`src/rtl/softmax_normalizer.sv`:
```
// Pseudo-softmax normalizer: buffers N samples, sums them, then emits x_k*255/S per sample
// through a bit-serial restoring divider. Define SOFTMAX_ROUND_EN for round-to-nearest quotients.
module softmax_normalizer #(
   parameter int N = 4,
   parameter int W = 8
) (
   input  logic         clk,
   input  logic         rst,
   input  logic         in_valid,
   output logic         in_ready,
   input  logic [W-1:0] in_data,
   output logic         out_valid,
   input  logic         out_ready,
   output logic [W-1:0] out_data,
   output logic         out_last,
   output logic         busy
);

   localparam int CW  = $clog2(N);
   localparam int SW  = W + CW;
   localparam int DW  = 2 * W + CW;
   localparam int DCW = $clog2(DW + 1);

   typedef enum logic [1:0] {
      COLLECT = 2'd0,
      DIVIDE  = 2'd1,
      OUTPUT  = 2'd2
   } state_t;

   state_t          state;
   logic [W-1:0]    sample_buf [N];
   logic [SW-1:0]   sum;
   logic [CW-1:0]   cnt;
   logic [CW-1:0]   idx;
   logic [DCW-1:0]  div_cnt;
   logic [SW-1:0]   rem;
   logic [W-1:0]    quot;

   logic [DW-1:0]   bias;
   logic [DW-1:0]   dividend;
   logic [DCW-1:0]  bit_pos;
   logic [SW:0]     rem_sh;
   logic            rem_ge;
   logic [SW-1:0]   rem_sub;

   // x*255 plus an optional half-divisor bias; the sum stays below 256*S so it fits in DW bits.
   function automatic logic [DW-1:0] make_dividend(input logic [W-1:0] x, input logic [DW-1:0] b);
      logic [DW-1:0] d;
      d = (DW'(x) << 8) - DW'(x);
      return d + b;
   endfunction

   // A zero sum would otherwise yield an all-ones quotient.
   function automatic logic [W-1:0] finish_quot(input logic [W-1:0] q, input logic [SW-1:0] s);
      return (s == '0) ? '0 : q;
   endfunction

`ifdef SOFTMAX_ROUND_EN
   assign bias = DW'(sum >> 1);
`else
   assign bias = '0;
`endif

   assign dividend = make_dividend(sample_buf[idx], bias);
   assign bit_pos  = DCW'(DW - 1) - div_cnt;
   assign rem_sh   = {rem, dividend[bit_pos]};
   assign rem_ge   = (rem_sh >= {1'b0, sum});
   assign rem_sub  = rem_sh[SW-1:0] - sum;

   always_ff @(posedge clk) begin
      if (rst) begin
         state     <= COLLECT;
         in_ready  <= 1'b1;
         out_valid <= 1'b0;
         out_data  <= '0;
         out_last  <= 1'b0;
         busy      <= 1'b0;
         sum       <= '0;
         cnt       <= '0;
         idx       <= '0;
         div_cnt   <= '0;
         rem       <= '0;
         quot      <= '0;
         for (int i = 0; i < N; i++) sample_buf[i] <= '0;
      end else begin
         case (state)
            COLLECT: begin
               if (in_valid && in_ready) begin
                  sample_buf[cnt] <= in_data;
                  sum             <= sum + SW'(in_data);
                  if (cnt == CW'(N - 1)) begin
                     cnt      <= '0;
                     idx      <= '0;
                     div_cnt  <= '0;
                     rem      <= '0;
                     quot     <= '0;
                     in_ready <= 1'b0;
                     busy     <= 1'b1;
                     state    <= DIVIDE;
                  end else begin
                     cnt <= cnt + 1'b1;
                  end
               end
            end

            // DW restoring iterations, then one cycle to publish the quotient.
            DIVIDE: begin
               if (div_cnt == DCW'(DW)) begin
                  out_data  <= finish_quot(quot, sum);
                  out_valid <= 1'b1;
                  out_last  <= (idx == CW'(N - 1));
                  state     <= OUTPUT;
               end else begin
                  rem     <= rem_ge ? rem_sub : rem_sh[SW-1:0];
                  quot    <= {quot[W-2:0], rem_ge};
                  div_cnt <= div_cnt + 1'b1;
               end
            end

            OUTPUT: begin
               if (out_ready) begin
                  out_valid <= 1'b0;
                  out_last  <= 1'b0;
                  if (idx == CW'(N - 1)) begin
                     sum      <= '0;
                     in_ready <= 1'b1;
                     busy     <= 1'b0;
                     state    <= COLLECT;
                  end else begin
                     idx     <= idx + 1'b1;
                     div_cnt <= '0;
                     rem     <= '0;
                     quot    <= '0;
                     state   <= DIVIDE;
                  end
               end
            end

            default: begin
               state     <= COLLECT;
               in_ready  <= 1'b1;
               out_valid <= 1'b0;
               out_last  <= 1'b0;
               busy      <= 1'b0;
               cnt       <= '0;
               sum       <= '0;
            end
         endcase
      end
   end

endmodule

```
`config.mk`:
```
export PLATFORM = sky130hd
export DESIGN_NAME = softmax_normalizer
export DESIGN_NICKNAME = d
export VERILOG_FILES = /design/src/rtl/softmax_normalizer.sv
export SDC_FILE = /design/constraint.sdc
export NUM_CORES = 1
export LEC_CHECK = 0
export ABC_AREA = 1
export CORE_MARGIN = 8
export CORE_UTILIZATION = 41
export DETAILED_ROUTE_END_ITERATION = 10
export PLACE_DENSITY = 0.67
export SLEW_MARGIN = 40
export SYNTH_ARGS = -nofsm -noshare
export SYNTH_HDL_FRONTEND = slang
export SYNTH_SLANG_ARGS = --single-unit
```
`constraint.sdc`:
```
create_clock -name clk -period 3.7 [get_ports clk]
set_clock_uncertainty 0.1 [all_clocks]
set_input_delay 0.37 -clock clk [delete_from_list [all_inputs] [get_ports clk]]
set_output_delay 0.37 -clock clk [all_outputs]
set_load 0.02 [all_outputs]
```
## Word-level counts from Yosys, hierarchy flattened

Memories as Yosys holds them, arrays and structs flattened. A register that Yosys moved wholly into a read port is not among the register bits.
Cells that the tools add are included.

- Multiplexer cells: 66
- Equal/unequal tests: 12
- Reduce and logical (&&, ||, !) cells: 15
- $add $sub $neg: 7
- $lt $le $gt $ge: 2
- Bitwise operators: 3

Operators by type and width:

| cell | number |
|---|---|
| 10-bit 2-to-1 mux | 9 |
| 10-bit case mux with 3 select lines | 2 |
| 8-bit 2-to-1 mux | 7 |
| 2-bit 2-to-1 mux | 13 |
| 5-bit 2-to-1 mux | 5 |
| 8-bit case mux with 3 select lines | 1 |
| 1-bit 2-to-1 mux | 20 |
| 16-bit by 8-bit subtractor with 17-bit output | 1 |
| 5-bit case mux with 3 select lines | 1 |
| 2-bit != test, second input constant | 7 |
| 1-bit case mux with 3 select lines | 4 |
| 11-bit by 10-bit >= comparator with 1-bit output | 1 |
| 10-bit by 8-bit adder with 10-bit output | 1 |
| 10-bit zero test | 1 |
| 5-bit AND reduction | 2 |
| 10-bit subtractor | 1 |
| 2-bit case mux with 2 select lines | 2 |
| 4-bit AND reduction | 2 |
| 8-bit OR reduction | 1 |
| 2-bit equality test, second input constant | 3 |
| 5-bit by 6-bit < comparator with 1-bit output, second input constant | 1 |
| 2-bit case mux with 3 select lines | 1 |
| 6-bit AND reduction | 1 |
| 5-bit by 1-bit adder with 5-bit output, second input constant | 1 |
| other kinds (13) | 17 |

- Register bits after elaboration: 51
- Output and inout port bits: 12
- Memories kept: 1
- Bits in writable memories: 32

Memory list:

| name | words | width | rd ports | clocked after Yosys merged registers in | wr ports | RTL line | text |
|---|---|---|---|---|---|---|---|
| sample_buf | 4 | 8 | 1 | 1 | 4 | 31 | `logic [W-1:0] sample_buf [N];` |

## Logic depth before layout (Yosys ltp)

Gate-level depths: netlist of the first run.

- Depth in word-level cells: 7
- Mapped depth: 31

## Worst setup path after synthesis of the first run

No wires, ideal clock.

- Path type: register to register
- Start point: reg (tool-made name)
- End point: reg rem[6]
- Cell stages (with the launch flop): 26
- Period minus slack after synthesis: 3.272 ns
- Path buffers: 2
- Arrival time: 3.040 ns
- Slack: 0.428 ns
- Cells stage by stage: dfxtp_1 > buf_6 > inv_6 > buf_8 > nand2_2 > nand3_2 > nand2_4 > ha_1 > or2_1 > nand3_1 > nand3_1 > nor2_1 > nor2_1 > nand2_1 > nand2_1 > nand2_1 > nand2_1 > ha_1 > fa_1 > nor2_1 > a211oi_1 > o21ai_0 > xor2_1 > a21oi_1 > o21ai_0 > a21oi_1

RTL lines:

| item | RTL line | text |
|---|---|---|
| to (signal assigned) | 114 | `rem <= rem_ge ? rem_sub : rem_sh[SW-1:0];` |
| to (decl) | 36 | `logic [SW-1:0] rem;` |

==> flow_summary.yaml, run 1 <==
timing:
  maxSlewHeadroom_pct: 57.8
  setup_viol: 0
  rsz0062_at_grt: "true"
  worstMarginPinSlew_ns: 0.632
  holdWs_ns: 0.374
  layout_min_cycle_time_ns: 3.47
  hold_viol: 0
  fin_crit_sh_pct: 93.8
  fmax_mhz: 288
  final_max_slew_viol_count: 0
floorplanning:
  ios: 24
  die_x_um: 126
  core_area_um2: 11900
  die_y_um: 126
  initial_core_util_pct: 41.5
  die_area_um2: 15800
  num_rows: 40
clock_tree:
  worstSkewPairLatency_ns: 0.34
  cts_root_buf: "clkbuf_16"
  cts_sinks: 85
  cts_made_buffers: 9
  ctsLongestPathBuffers: 2
  h-tree-depth: 3
  hold_buffers: 0
  clk_pin_slew_ns: 0.07
  cts_tree: "done"
logic_synthesis:
  synth_seq_area_share_pct: 41.0
  avgSynthCellArea_um2: 7.75
  netlist_area_um2: 4930
  synth_area_leaders: "dfxtp_1, edfxtp_1, nand2_1"
  synth_seq_cells: 85
  synth_top_area_share_pct: 21.5
  syn_inst: 636
  synthDistinctLibCells: 48
  synth_top_area_cell: "dfxtp_1"
  yosysWarnings: 0
  synth_nets: 679
place:
  place_hpwl_um: 8580
  numPortBuffers: 23
  gp_congestion: 0.870
drt:
  drc: 0
  detail-route-antenna-nets: 0
  drtIter0Drc: 293
  wl_per_cell_um: 14.2
  viasPerCell: 5.27
  drt-total-wl_um: 11600
  vias: 4319
  dr.pass1.iters: 5
worst_setup_path:
  slowest_stage: "dfxtp_4"
  cp_common_cell: "nand3_1"
  critPathBufInv: 5
  critPathTopFamily: "simple AND/OR/NAND/NOR gates"
  required_ns: 3.88
  crit_type: "flip-flop to flip-flop"
  critical-path-max-stage-delay_ns: 0.37
  cp-end-kind: "flip-flop"
  cp_max_fo: 7
  crit_arrival_ns: 3.65
  crit_path_start_kind: "flip-flop"
  r2r_slack_ns: 0.23
power:
  p_leak_nw: 2.44
  ir_worst_vdd_uv: 242
  intPower_w: 0.00189
  clkPwrFrac_pct: 40.1
  comb_power_share_pct: 20.4
  power.density_nw_per_um2: 452
  swShare_pct: 28.8
  p_sw_w: 0.000767
  p_seq_share_pct: 39.5
job:
  maxCapViolations: 0
global_routing:
  antenna_found_initial: 0
  overflow: 0
  grt_use_total_pct: 14.7
  grt_max_degree: 37
  grt_pass1_wl_um: 19200
  grt_pass1_vias: 4127
finish:
  synthToLayoutAreaGrowth_pct: 19.5
  layout-drive-gt1-share_pct: 15.3
  num_antenna_cells: 0
  final_util_pct: 49.6
  nets: 710
min_path:
  min_path_type: "flip-flop to flip-flop"
  hp-start: "quot[7]"
status:
  outcome: "complete, no violations"
==> metal layers <==
| layer | up-vias | routed length (um) | global-route usage (%) |
|---|---|---|---|
| met4 | 0 | 248 | 6.81 |
| met2 | 126 | 5760 | 25.8 |
| met1 | 2000 | 5120 | 17.4 |
| met5 | - | 0 | 0 |
| li1 | 2173 | - | - |
| met3 | 20 | 520 | 2.41 |
==> sequential cells by signal, summed over array words and instances, names as in the netlist, named ones only <==
name	cells
busy	1
cnt	2
div_cnt	5
idx	2
in_ready	1
out_data	8
out_last	1
out_valid	1
quot	8
rem	10
sample_buf	32
state	2
sum	10
==> power by group through the flow <==
stage	combinational (W)	sequential [W]	clock, W
after floorplan	0.000366	0.00106	0
after global placement	0.000469	0.00107	0
after detailed placement	0.000480	0.00107	0
after CTS	0.000482	0.00105	0.00108
after global routing	0.000606	0.00106	0.00112
final	0.000542	0.00105	0.00107
==> cells in the mapped netlist (all sizes together) <==
library cell  number
clkbuf             7
and3               1
a31oi              2
nand2            154
a21o               1
nand3b             2
nor4               2
or2                5
buf               10
o21a               1
nor2              67
a211oi             4
nand4              7
xnor2              1
dfxtp             53
o31ai              2
nor3               5
o21bai             4
ha                29
fa                 2
o21ai             28
a21oi             70
nand3             57
o22ai              2
nor3b              2
edfxtp            32
xor2               8
o211ai             2
clkinv             2
inv               74
==> repair_timing <==
action,in CTS,in global routing
hold endpoints to repair,0,0
setup buffers,0,4
endpoints found under the setup margin,0,11
resized for setup,0,48
==> worst paths after layout <==
check	to	depth (start not counted)
worst max-delay path	rem[0]	27
worst min-delay path	out_data[7]	2
worst max register to register	rem[0]	27
worst min register to register	out_data[7]	2
==> layout make-up <==
type	instances	area, um^2
fillers	1092	5980
inverters	76	300
well taps	147	184
multi-input cells	458	2630
clock buffers	9	225
repair buffers	37	390
clock inverters	7	128
flip-flops and latches	85	2030
==> per-stage QoR <==
step | worst slack, ns | TNS, ns | std cells | power (W) | instance area [um^2]
floorplan | 0.428 | 0 | 636 | 0.00143 | 4930
global placement | 0.153 | 0 | 797 | 0.00154 | 5300
detailed placement | 0.0797 | 0 | 797 | 0.00155 | 5300
CTS | 0.0694 | 0 | 813 | 0.00262 | 5650
global route | -0.0706 | -0.381 | 819 | 0.00278 | 5890
finish | 0.231 | 0 | 819 | 0.00266 | 5890
==> cells by family (layout without fill, tap and decap cells) <==
logic type,count (synthesis),in the layout,synth area share [%]
XOR/XNOR,9,9,1.60
AO/OA/AOI/OAI,116,116,13.1
AND/OR/NAND/NOR,302,302,27.7
adder cells (fa/ha/maj),31,31,8.18
flip-flops,85,85,41.0
buffers and inverters,93,129,8.35
==> worst register-to-register path, stage by stage, from the launching register on <==
cell and delay, ns:
dfxtp_4 0.37, buf_12 0.14, nand2_1 0.11, nand3_2 0.10, nand2_4 0.09, ha_4 0.16
nand2_4 0.06, nor2_4 0.14, nand2_2 0.07, nand2_2 0.07, nand3_1 0.07, nand3_1 0.08
nand3_1 0.09, a21oi_2 0.21, nand2_1 0.08, ha_2 0.20, inv_2 0.07, a31oi_4 0.08
o21bai_1 0.23, nand3_1 0.13, nand2_2 0.10, a21oi_2 0.07, inv_2 0.08, buf_6 0.11
nand2_1 0.07, o22ai_1 0.14, inv_1 0.07, a21oi_2 0.10
==> placed cells by master, fill, tap and decap left out, types with 3 or more instances in the layout <==
cell             instances
nand2_1                131
a21oi_1                 64
inv_1                   62
nor2_1                  58
dfxtp_1                 51
nand3_1                 46
edfxtp_1                32
ha_1                    27
clkdlybuf4s50_1         23
o21ai_0                 21
nand2_2                 18
nand3_2                 11
clkbuf_16               11
inv_2                   10
buf_4                    9
xor2_1                   8
nand4_1                  7
nor2_4                   6
a21oi_2                  6
o21ai_1                  6
nand2_4                  5
nor3_1                   5
nor2_2                   3
o21bai_1                 3
a211oi_1                 3
or2_2                    3
bufinv_16                3
No activity file was read; power rests on OpenSTA's default activity.
==> inputs of run 2 (changes only) <==
- CTS_BUF_LIST: default -> sky130_fd_sc_hd__clkbuf_16
- CTS_CLUSTER_SIZE: default -> 12
- SKIP_LAST_GASP: default -> 1
==> results of run 2 <==
Final layout, timing and power as in run 1 (identical DEF).
